File: src/rtl/fir_coeff_loader.sv
// Framed coefficient loader: fills a shadow bank over valid/ready, then commits all taps at once.
// Define FIR_COEFF_CHECKSUM_EN to require a trailing checksum word per frame.
//
// state  | meaning
// IDLE   | waiting for i_start, input words ignored
// LOAD   | accepting coefficient words into the shadow bank
// CHECK  | checksum build only: waiting for the checksum word
// COMMIT | one cycle, copies shadow bank into the active bank
module fir_coeff_loader #(
    parameter int FILTER_LENGTH     = 8,
    parameter int COEFFICIENT_WIDTH = 16
) (
    input  logic                                                  clk,
    input  logic                                                  rst,
    input  logic                                                  i_start,
    input  logic signed [COEFFICIENT_WIDTH-1:0]                   i_coef,
    input  logic                                                  i_valid,
    output logic                                                  o_ready,
    output logic signed [FILTER_LENGTH-1:0][COEFFICIENT_WIDTH-1:0] o_coefficients,
    output logic                                                  o_busy,
    output logic                                                  o_update,
    output logic                                                  o_error
);

    localparam int IDX_W = $clog2(FILTER_LENGTH + 1);
    localparam logic [IDX_W-1:0] LAST_IDX = IDX_W'(FILTER_LENGTH - 1);

    localparam logic [1:0] S_IDLE   = 2'd0;
    localparam logic [1:0] S_LOAD   = 2'd1;
    localparam logic [1:0] S_COMMIT = 2'd2;
`ifdef FIR_COEFF_CHECKSUM_EN
    localparam logic [1:0] S_CHECK  = 2'd3;
`endif

    logic [1:0]                         state_q, state_d;
    logic [IDX_W-1:0]                   idx_q, idx_d;
    logic                               update_q, update_d;
    logic [COEFFICIENT_WIDTH-1:0]       shadow_q [FILTER_LENGTH];
    logic [FILTER_LENGTH-1:0][COEFFICIENT_WIDTH-1:0] active_q;
    logic                               shadow_we;
`ifdef FIR_COEFF_CHECKSUM_EN
    logic [COEFFICIENT_WIDTH-1:0]       sum_q, sum_d;
    logic                               error_q, error_d;
`endif

    // i_start wins over a simultaneous word, so that word never reaches the shadow bank.
    assign shadow_we = (state_q == S_LOAD) && i_valid && !i_start;

    always_comb begin
        state_d  = state_q;
        idx_d    = idx_q;
        update_d = 1'b0;
`ifdef FIR_COEFF_CHECKSUM_EN
        sum_d    = sum_q;
        error_d  = 1'b0;
`endif
        case (state_q)
            S_IDLE: begin
                if (i_start) begin
                    state_d = S_LOAD;
                    idx_d   = '0;
`ifdef FIR_COEFF_CHECKSUM_EN
                    sum_d   = '0;
`endif
                end
            end
            S_LOAD: begin
                if (i_start) begin
                    idx_d = '0;
`ifdef FIR_COEFF_CHECKSUM_EN
                    sum_d = '0;
`endif
                end else if (i_valid) begin
                    idx_d = idx_q + IDX_W'(1);
`ifdef FIR_COEFF_CHECKSUM_EN
                    sum_d = sum_q + i_coef;
                    if (idx_q == LAST_IDX) begin
                        state_d = S_CHECK;
                    end
`else
                    if (idx_q == LAST_IDX) begin
                        state_d = S_COMMIT;
                    end
`endif
                end
            end
`ifdef FIR_COEFF_CHECKSUM_EN
            S_CHECK: begin
                if (i_start) begin
                    state_d = S_LOAD;
                    idx_d   = '0;
                    sum_d   = '0;
                end else if (i_valid) begin
                    if (i_coef == sum_q) begin
                        state_d = S_COMMIT;
                    end else begin
                        state_d = S_IDLE;
                        error_d = 1'b1;
                    end
                end
            end
`endif
            S_COMMIT: begin
                state_d  = S_IDLE;
                update_d = 1'b1;
            end
            default: begin
                state_d = S_IDLE;
            end
        endcase
    end

    always_ff @(posedge clk) begin
        if (rst) begin
            state_q  <= S_IDLE;
            idx_q    <= '0;
            update_q <= 1'b0;
            active_q <= '0;
`ifdef FIR_COEFF_CHECKSUM_EN
            sum_q    <= '0;
            error_q  <= 1'b0;
`endif
        end else begin
            state_q  <= state_d;
            idx_q    <= idx_d;
            update_q <= update_d;
`ifdef FIR_COEFF_CHECKSUM_EN
            sum_q    <= sum_d;
            error_q  <= error_d;
`endif
            if (state_q == S_COMMIT) begin
                for (int i = 0; i < FILTER_LENGTH; i++) begin
                    active_q[i] <= shadow_q[i];
                end
            end
        end
    end

    // Shadow bank carries no reset; it is always fully rewritten before a commit.
    always_ff @(posedge clk) begin
        for (int i = 0; i < FILTER_LENGTH; i++) begin
            if (shadow_we && (idx_q == IDX_W'(i))) begin
                shadow_q[i] <= i_coef;
            end
        end
    end

    assign o_ready        = (state_q == S_LOAD)
`ifdef FIR_COEFF_CHECKSUM_EN
                          || (state_q == S_CHECK)
`endif
                          ;
    assign o_busy         = (state_q != S_IDLE);
    assign o_update       = update_q;
    assign o_coefficients = active_q;
`ifdef FIR_COEFF_CHECKSUM_EN
    assign o_error        = error_q;
`else
    assign o_error        = 1'b0;
`endif

endmodule

File: config.mk
export PLATFORM = sky130hd
export DESIGN_NAME = fir_coeff_loader
export DESIGN_NICKNAME = d
export VERILOG_FILES = /design/src/rtl/fir_coeff_loader.sv
export SDC_FILE = /design/constraint.sdc
export NUM_CORES = 1
export LEC_CHECK = 0
export CAP_MARGIN = 0
export CORE_MARGIN = 2
export CORE_UTILIZATION = 40
export DETAILED_ROUTE_END_ITERATION = 8
export PLACE_DENSITY = 0.66
export SYNTH_ARGS = -nofsm -noshare
export SYNTH_HDL_FRONTEND = slang
export SYNTH_SLANG_ARGS = --single-unit
File: constraint.sdc
create_clock -name clk -period 1.8 [get_ports clk]
set_input_delay 0.18 -clock clk [delete_from_list [all_inputs] [get_ports clk]]
set_output_delay 0.18 -clock clk [all_outputs]
set_load 0.02 [all_outputs]
== Yosys cells after proc, flatten, opt, wreduce, memory -nomap -nowiden ==
Memory sizes are Yosys's and may differ from the RTL's. A register that Yosys moved wholly into a read port is not among the register bits.
Index checks and enable logic that the tools add are counted.
Widths: inputs -> output; s select.

* Flip-flop bits (word level): 7
* Bits in latches: 0
* RAM bits: 128
* Memory bits (read-only): 0
* Bits of input ports: 20
* Memories: 1

* Add/subtract/negate cells: 1
* Multipliers: 0
* Divide/modulo/power cells: 0
* Order comparisons: 0
* Eq/ne operators: 14
* Shifts and indexed selects: 0
* Mux-type cells: 47
* Bitwise operators: 0
* Reduce and logical (&&, ||, !) cells: 24

{| class="wikitable"
|+ Memory list
! name !! words !! width !! rd ports !! clocked after memory_dff !! wr ports !! line !! RTL
|-
| shadow_q || 8 || 16 || 8 || 8 || 1 || 38 || <nowiki>logic [COEFFICIENT_WIDTH-1:0] shadow_q [FILTER_LENGTH];</nowiki>
|}

{| class="wikitable"
|+ Operator list
! operator !! number
|-
| $mux 16 || 7
|-
| $reduce_or 16->1 || 7
|-
| $mux 1 || 24
|-
| $mux 3 || 7
|-
| $eq 4x3->1 const B || 4
|-
| $mux 4 || 3
|-
| $logic_and 1x1->1 || 10
|-
| $eq 4x2->1 const B || 2
|-
| $mux 2 || 4
|-
| $pmux 4 s2 || 1
|-
| $ne 2x2->1 const B || 3
|-
| $add 4x1->4 const B || 1
|-
| $eq 4x1->1 const B || 1
|-
| $logic_not 4->1 || 1
|-
| $pmux 2 s2 || 1
|-
| $reduce_and 4->1 || 1
|-
| $reduce_bool 2->1 || 2
|-
| $ne 3x3->1 const B || 1
|-
| $reduce_and 3->1 || 1
|-
| $eq 2x1->1 const B || 1
|-
| $eq 2x2->1 const B || 1
|-
| $logic_not 2->1 || 1
|-
| $ne 2x1->1 const B || 1
|-
| $logic_not 1->1 || 1
|}

== Depth between registers and ports, before layout ==
* Word-level depth: 14
* Depth in mapped cells: 6
* Gate-level depth less buffers: 4

== Worst setup path after synthesis ==
No wires, ideal clock.

* Kind: register to register
* Start point: register state_q[0]
* End point: memory shadow_q[3][0] (netlist: shadow_q[0][48]), enable pin
* Arrival: 1.451 ns
* Data required time: 1.426 ns
* Path slack: -0.025 ns
* Stages on the path, launching flop included: 4
* Clock period less this slack: 1.825 ns
* Path through: dfxtp_1 -> and4bb_2 -> nor3b_1 -> and2_1

* Cells in the longest elaborated chain, start to end: 14

{| class="wikitable"
|+ RTL lines
! element !! line !! RTL
|-
| start, declared || 35 || <nowiki>logic [1:0] state_q, state_d;</nowiki>
|-
| start signal, assigned || 124 || <nowiki>state_q <= state_d;</nowiki>
|-
| $eq 2x1->1 (*) || 47 || <nowiki>assign shadow_we = (state_q == S_LOAD) && i_valid && !i_start;</nowiki>
|-
| $logic_and 1x1->1 (*) (2 in a row) || 47 ||
|-
| $logic_and 1x1->1 || 142 || <nowiki>if (shadow_we && (idx_q == IDX_W'(i))) begin</nowiki>
|-
| $mux 1 || 142 ||
|-
| $mux 1 (implied by the code) || 143 || <nowiki>shadow_q[i] <= i_coef;</nowiki>
|-
| $reduce_or 16->1 (no source line) || - ||
|-
| $mux 3 (no source line) or $mux 1 (tied branches) (7 in a row) || - ||
|-
| end, declared || 38 ||
|}

Every way passes the cells marked *; elsewhere a longest branch is shown, timed or not.

== Final worst setup path ==
* Start point: register active_q (netlist bit o_coefficients[47]) (read register of shadow_q)
* End point: output port o_coefficients[47] in the netlist's numbering

{| class="wikitable"
|+ RTL lines
! element !! line !! RTL
|-
| start, declared || 39 || <nowiki>logic [FILTER_LENGTH-1:0][COEFFICIENT_WIDTH-1:0] active_q;</nowiki>
|-
| end, declared || 19 || <nowiki>output logic signed [FILTER_LENGTH-1:0][COEFFICIENT_WIDTH-1:0] o_coefficients,</nowiki>
|}

No word-level cell between the ends.

==> flow_summary.html <==
<table>
<tr><th>Metric</th><th>Value</th></tr>
<tr><th colspan="2">STA</th></tr>
<tr><td>Setup skew after layout</td><td>about 0.013 ns</td></tr>
<tr><td>Transition time at the pin with the least slew margin</td><td>between 0.6 and 0.7 ns</td></tr>
<tr><td>Hold Violations, Final</td><td>0</td></tr>
<tr><td>Min Clock Period, post-route</td><td>1.727 ns</td></tr>
<tr><td>RSZ-0062 raised after global routing</td><td>no</td></tr>
<tr><td>Share of the clock period used by the worst path after layout</td><td>a little over nine tenths</td></tr>
<tr><td>Max frequency</td><td>around 0.58 GHz</td></tr>
<tr><td>Max-slew headroom</td><td>58.52%</td></tr>
<tr><td>Final-report max-slew violation count</td><td>0</td></tr>
<tr><td>Minimum setup slack in the final design</td><td>around 0.073 ns</td></tr>
<tr><td>Endpoints failing setup</td><td>0</td></tr>
<tr><th colspan="2">Route</th></tr>
<tr><td>Number of vias after detailed routing</td><td>approximately 5,700</td></tr>
<tr><td>Final WL</td><td>about 21,000 microns</td></tr>
<tr><td>Drt first pass iters</td><td>5</td></tr>
<tr><td>Drt drc</td><td>0</td></tr>
<tr><td>Post-detailed-route count of antenna-violating nets</td><td>0</td></tr>
<tr><td>DR WL/cell</td><td>17.53 microns</td></tr>
<tr><td>Via density</td><td>between 4 and 5</td></tr>
<tr><td>DRC violation total after the first TritonRoute iteration</td><td>roughly 480</td></tr>
<tr><th colspan="2">Hold path</th></tr>
<tr><td>Startpoint of the most critical hold path</td><td>rst</td></tr>
<tr><td>Class of the tightest hold or removal check</td><td>in2reg</td></tr>
<tr><td>Cell depth of the worst min-delay path</td><td>2</td></tr>
<tr><td>Hold worst-path end</td><td>o_coefficients[82]</td></tr>
<tr><th colspan="2">Global route</th></tr>
<tr><td>GRT met3 Usage</td><td>approximately 3.6%</td></tr>
<tr><td>Vias in the first global route</td><td>between 5,000 and 6,000</td></tr>
<tr><td>Busiest metal layer after global routing</td><td>met2</td></tr>
<tr><td>First-pass GRT wire length</td><td>~31,000 microns</td></tr>
<tr><td>Global-route met1 utilization</td><td>a little over a quarter</td></tr>
<tr><td>Global-route total usage across every layer</td><td>a little under a fifth</td></tr>
<tr><td>Pin count of the biggest net entering global routing</td><td>98</td></tr>
<tr><td>GRT met2 Usage</td><td>between 20% and 30%</td></tr>
<tr><td>Number of antenna violations at the first check in global routing</td><td>0</td></tr>
<tr><td>Remaining global-route overflow</td><td>0</td></tr>
<tr><th colspan="2">Synthesis</th></tr>
<tr><td>Top cell type by total area after synthesis</td><td>sky130_fd_sc_hd__edfxtp_1</td></tr>
<tr><td>Count of distinct cell types in the synthesized netlist</td><td>28</td></tr>
<tr><td>Ys flop type</td><td>sky130_fd_sc_hd__dfxtp_1</td></tr>
<tr><td>Sequential share of the synthesized area</td><td>about three quarters</td></tr>
<tr><td>Cell area after technology mapping</td><td>slightly below 9000 sq um</td></tr>
<tr><td>Post-synth EDFFs</td><td>approximately 130</td></tr>
<tr><td>Most area-consuming cells after synthesis</td><td>sky130_fd_sc_hd__edfxtp_1 44%, sky130_fd_sc_hd__dfxtp_1 31%, sky130_fd_sc_hd__nand2_1 11%, sky130_fd_sc_hd__a21oi_1 7.6%, sky130_fd_sc_hd__buf_2 1.6%</td></tr>
<tr><td>Share of flip-flops with an asynchronous set or reset</td><td>0%</td></tr>
<tr><td>FF+latch count, synth</td><td>approximately 260</td></tr>
<tr><td>Yosys Warn Count</td><td>0</td></tr>
<tr><td>Fraction of post-synthesis cell area in the top cell type by area</td><td>44.38%</td></tr>
<tr><td>Gate Count Post-Synth</td><td>~740</td></tr>
<tr><td>Net count of the mapped netlist</td><td>760</td></tr>
<tr><td>Post-synthesis area per instance</td><td>between 10 and 15 sq um</td></tr>
<tr><th colspan="2">Finish</th></tr>
<tr><td>Non-filler cells, final</td><td>around 1,200</td></tr>
<tr><td>Final core area utilization</td><td>a little over half</td></tr>
<tr><td>Filler Cell Count</td><td>between 1,500 and 2,000</td></tr>
<tr><td>Post-route cell area</td><td>11,500 sq um</td></tr>
<tr><td>Share of final-layout standard cells stronger than drive strength 1</td><td>under 10%</td></tr>
<tr><td>Most common cell after layout, fill and taps aside</td><td>sky130_fd_sc_hd__nand2_1</td></tr>
<tr><td>Antenna cell count</td><td>0</td></tr>
<tr><td>P&amp;R area growth vs syn</td><td>32.76%</td></tr>
<tr><td>Final nets</td><td>approximately 920</td></tr>
<tr><td>Commonest cells after routing, fill and taps aside</td><td>258 x sky130_fd_sc_hd__nand2_1, 147 x sky130_fd_sc_hd__clkdlybuf4s50_1, 135 x sky130_fd_sc_hd__dfxtp_1, 132 x sky130_fd_sc_hd__a21oi_1, 128 x sky130_fd_sc_hd__edfxtp_1</td></tr>
<tr><th colspan="2">Setup path</th></tr>
<tr><td>Nature of the critical path startpoint</td><td>flop</td></tr>
<tr><td>Startpoint-to-endpoint class of the critical path</td><td>reg2out</td></tr>
<tr><td>Largest fanout on the critical path</td><td>2</td></tr>
<tr><td>CP Data Required Time</td><td>1.62 ns</td></tr>
<tr><td>Count of cells along the worst register-to-register path</td><td>5</td></tr>
<tr><td>Slowest stage delay, CP</td><td>~0.63 ns</td></tr>
<tr><td>Category of the worst setup path capture point</td><td>output port</td></tr>
<tr><td>Launch point of the worst reg-to-reg path</td><td>state_q[1]</td></tr>
<tr><td>Worst path buffer plus inverter count</td><td>1</td></tr>
<tr><td>Reg2Reg Capture Point</td><td>shadow_q[0][50]</td></tr>
<tr><td>Slowest stage cell, crit path</td><td>sky130_fd_sc_hd__clkdlybuf4s50_1</td></tr>
<tr><td>Critical path arrival</td><td>between 1.5 and 2 ns</td></tr>
<tr><td>Cells along the critical path</td><td>clkdlybuf4s50_1</td></tr>
<tr><td>Flop-to-flop setup slack</td><td>approximately 0.15 ns</td></tr>
<tr><td>Family of cells with the greatest summed delay on the critical path</td><td>buffers and inverters</td></tr>
<tr><th colspan="2">Placement</th></tr>
<tr><td>Instance area at placement</td><td>approximately 11,000 sq um</td></tr>
<tr><td>Final Wtd Congestion</td><td>0.7854</td></tr>
<tr><td>Number of cells in the design after placement</td><td>about 1,100</td></tr>
<tr><td>Count of input and output buffers</td><td>150</td></tr>
<tr><td>Dpl ws</td><td>-0.08773 ns</td></tr>
<tr><td>Final HPWL DP</td><td>13,090 microns</td></tr>
<tr><th colspan="2">Die</th></tr>
<tr><td>Die boundary width</td><td>about 150 microns</td></tr>
<tr><td>Total die area</td><td>22,840 sq um</td></tr>
<tr><td>Ports placed on the boundary</td><td>152</td></tr>
<tr><td>Core box area</td><td>about 21,000 sq um</td></tr>
<tr><td>FP Rows</td><td>between 50 and 60</td></tr>
<tr><td>Die Y-Extent</td><td>151.1 microns</td></tr>
<tr><td>Initial Util</td><td>40.94%</td></tr>
<tr><th colspan="2">Clock tree</th></tr>
<tr><td>Hold-fix buffer count after cts</td><td>0</td></tr>
<tr><td>Clk_lat worst skew</td><td>between 0.5 and 0.6 ns</td></tr>
<tr><td>Clk pin slew, worst setup/hold paths</td><td>around 0.060 ns</td></tr>
<tr><td>TritonCTS Buffers</td><td>27</td></tr>
<tr><td>CTS root buf</td><td>sky130_fd_sc_hd__clkbuf_16</td></tr>
<tr><td>CTS tree</td><td>built</td></tr>
<tr><td>Number of levels in the clock H-tree</td><td>1</td></tr>
<tr><td>Number of clock sinks seen by CTS</td><td>between 200 and 300</td></tr>
<tr><td>Number of buffers between clock root and the deepest sink</td><td>3</td></tr>
<tr><th colspan="2">Power</th></tr>
<tr><td>Overall power after layout</td><td>11,820 uW</td></tr>
<tr><td>Power density of the placed cells</td><td>about 1000 nW/um^2</td></tr>
<tr><td>Static Leak</td><td>around 0.0037 uW</td></tr>
<tr><td>IR drop worst, VDD</td><td>around 740 uV</td></tr>
<tr><th colspan="2">Run</th></tr>
<tr><td>MaxCap Viol Count</td><td>0</td></tr>
<tr><th colspan="2">Status</th></tr>
<tr><td>Run status</td><td>complete, no violations</td></tr>
</table>
==> area by class of cell <==
class / count / area [sq um] / share of cell area [%]
tap: 275 / 344.1 / 2.992
timing repair buffer: 174 / 1819 / 15.82
inverter: 2 / 7.507 / 0.06529
clock inverter: 9 / 43.79 / 0.3808
clock buffer: 40 / 818.3 / 7.116
sequential: 263 / 6546 / 56.93
multi-input combinational: 426 / 1919 / 16.69
==> worst max path at each step <==
stage,from,end,slack [ns],cells past startpoint
5_1_grt,o_coefficients[8],o_coefficients[8],0.03,1
3_5_place_dp,i_start,shadow_q[0][41],-0.09,6
3_3_place_gp,i_start,shadow_q[0][62],-0.08,6
6_report,o_coefficients[47],o_coefficients[47],0.07,1
4_1_cts,state_q[0],o_busy,0.0007,3
2_1_floorplan,state_q[0],shadow_q[1][48],0.08,3
==> where the power goes <==
part | internal, uW | switching [uW] | total (uW) | leakage, uW
clock | 3140 | 2160 | 5300 | 0.000432
combinational | 70.0 | 162 | 232 | 0.00105
sequential | 6280 | 4.33 | 6290 | 0.00224
total | 9490 | 2330 | 11800 | 0.00372
==> sequential cells by signal (all words and copies together) (netlist names) <==
name and flops:
state_q 2, o_update 1, shadow_q 128, o_coefficients 128
idx_q 4
==> through the flow <==
stage / setup TNS [ns] / hold WS (ns)
after floorplan: 0 / 0.2789
after global placement: -4.867 / 0.4428
after detailed placement: -5.178 / 0.4458
after CTS: 0 / 0.1450
after global routing: 0 / 0.1652
final: 0 / 0.1470
==> metal layers <==
layer	wire, microns	share of wire [%]	up-vias
li1	-	-	2802
met1	9481	45	2733
met2	9771	47	179
met3	1211	5.8	31
met4	376	1.8	0
met5	0	0	-
==> cells by family (layout without fill, tap and decap cells) <==
family	count (synthesis)	count (layout)	share of synthesized area, %
AND/OR/NAND/NOR	282	282	13.10
flip-flops	263	263	75.59
AO/OA/AOI/OAI	139	139	8.206
buffers and inverters	47	225	2.485
adder cells (fa/ha/maj)	4	4	0.5779
other	1	1	0.04330
==> worst register-to-register path, delay by kind of cell (launching register included) <==
kind	cells	cell delay [ns]
buf+inv	2	0.30
flops	1	0.35
simple gates	3	0.70
==> Yosys cell counts (2+ instances only) <==
library cell and n:
sky130_fd_sc_hd__dfxtp_1 135, sky130_fd_sc_hd__nand2_1 258, sky130_fd_sc_hd__nor2_1 3, sky130_fd_sc_hd__and2_1 8
sky130_fd_sc_hd__a211oi_1 2, sky130_fd_sc_hd__o21ai_0 2, sky130_fd_sc_hd__buf_2 28, sky130_fd_sc_hd__edfxtp_1 128
sky130_fd_sc_hd__a21oi_1 132, sky130_fd_sc_hd__inv_1 2, sky130_fd_sc_hd__nor2b_1 2, sky130_fd_sc_hd__ha_1 4
sky130_fd_sc_hd__nor4b_1 2, sky130_fd_sc_hd__clkbuf_1 16
==> timing repair <==
item                                    CTS  global route
setup buffers                             0             0
gates resized for setup                   3             3
endpoints found under the setup margin    2             2
Note: power is estimated with default switching activity, not from simulation.
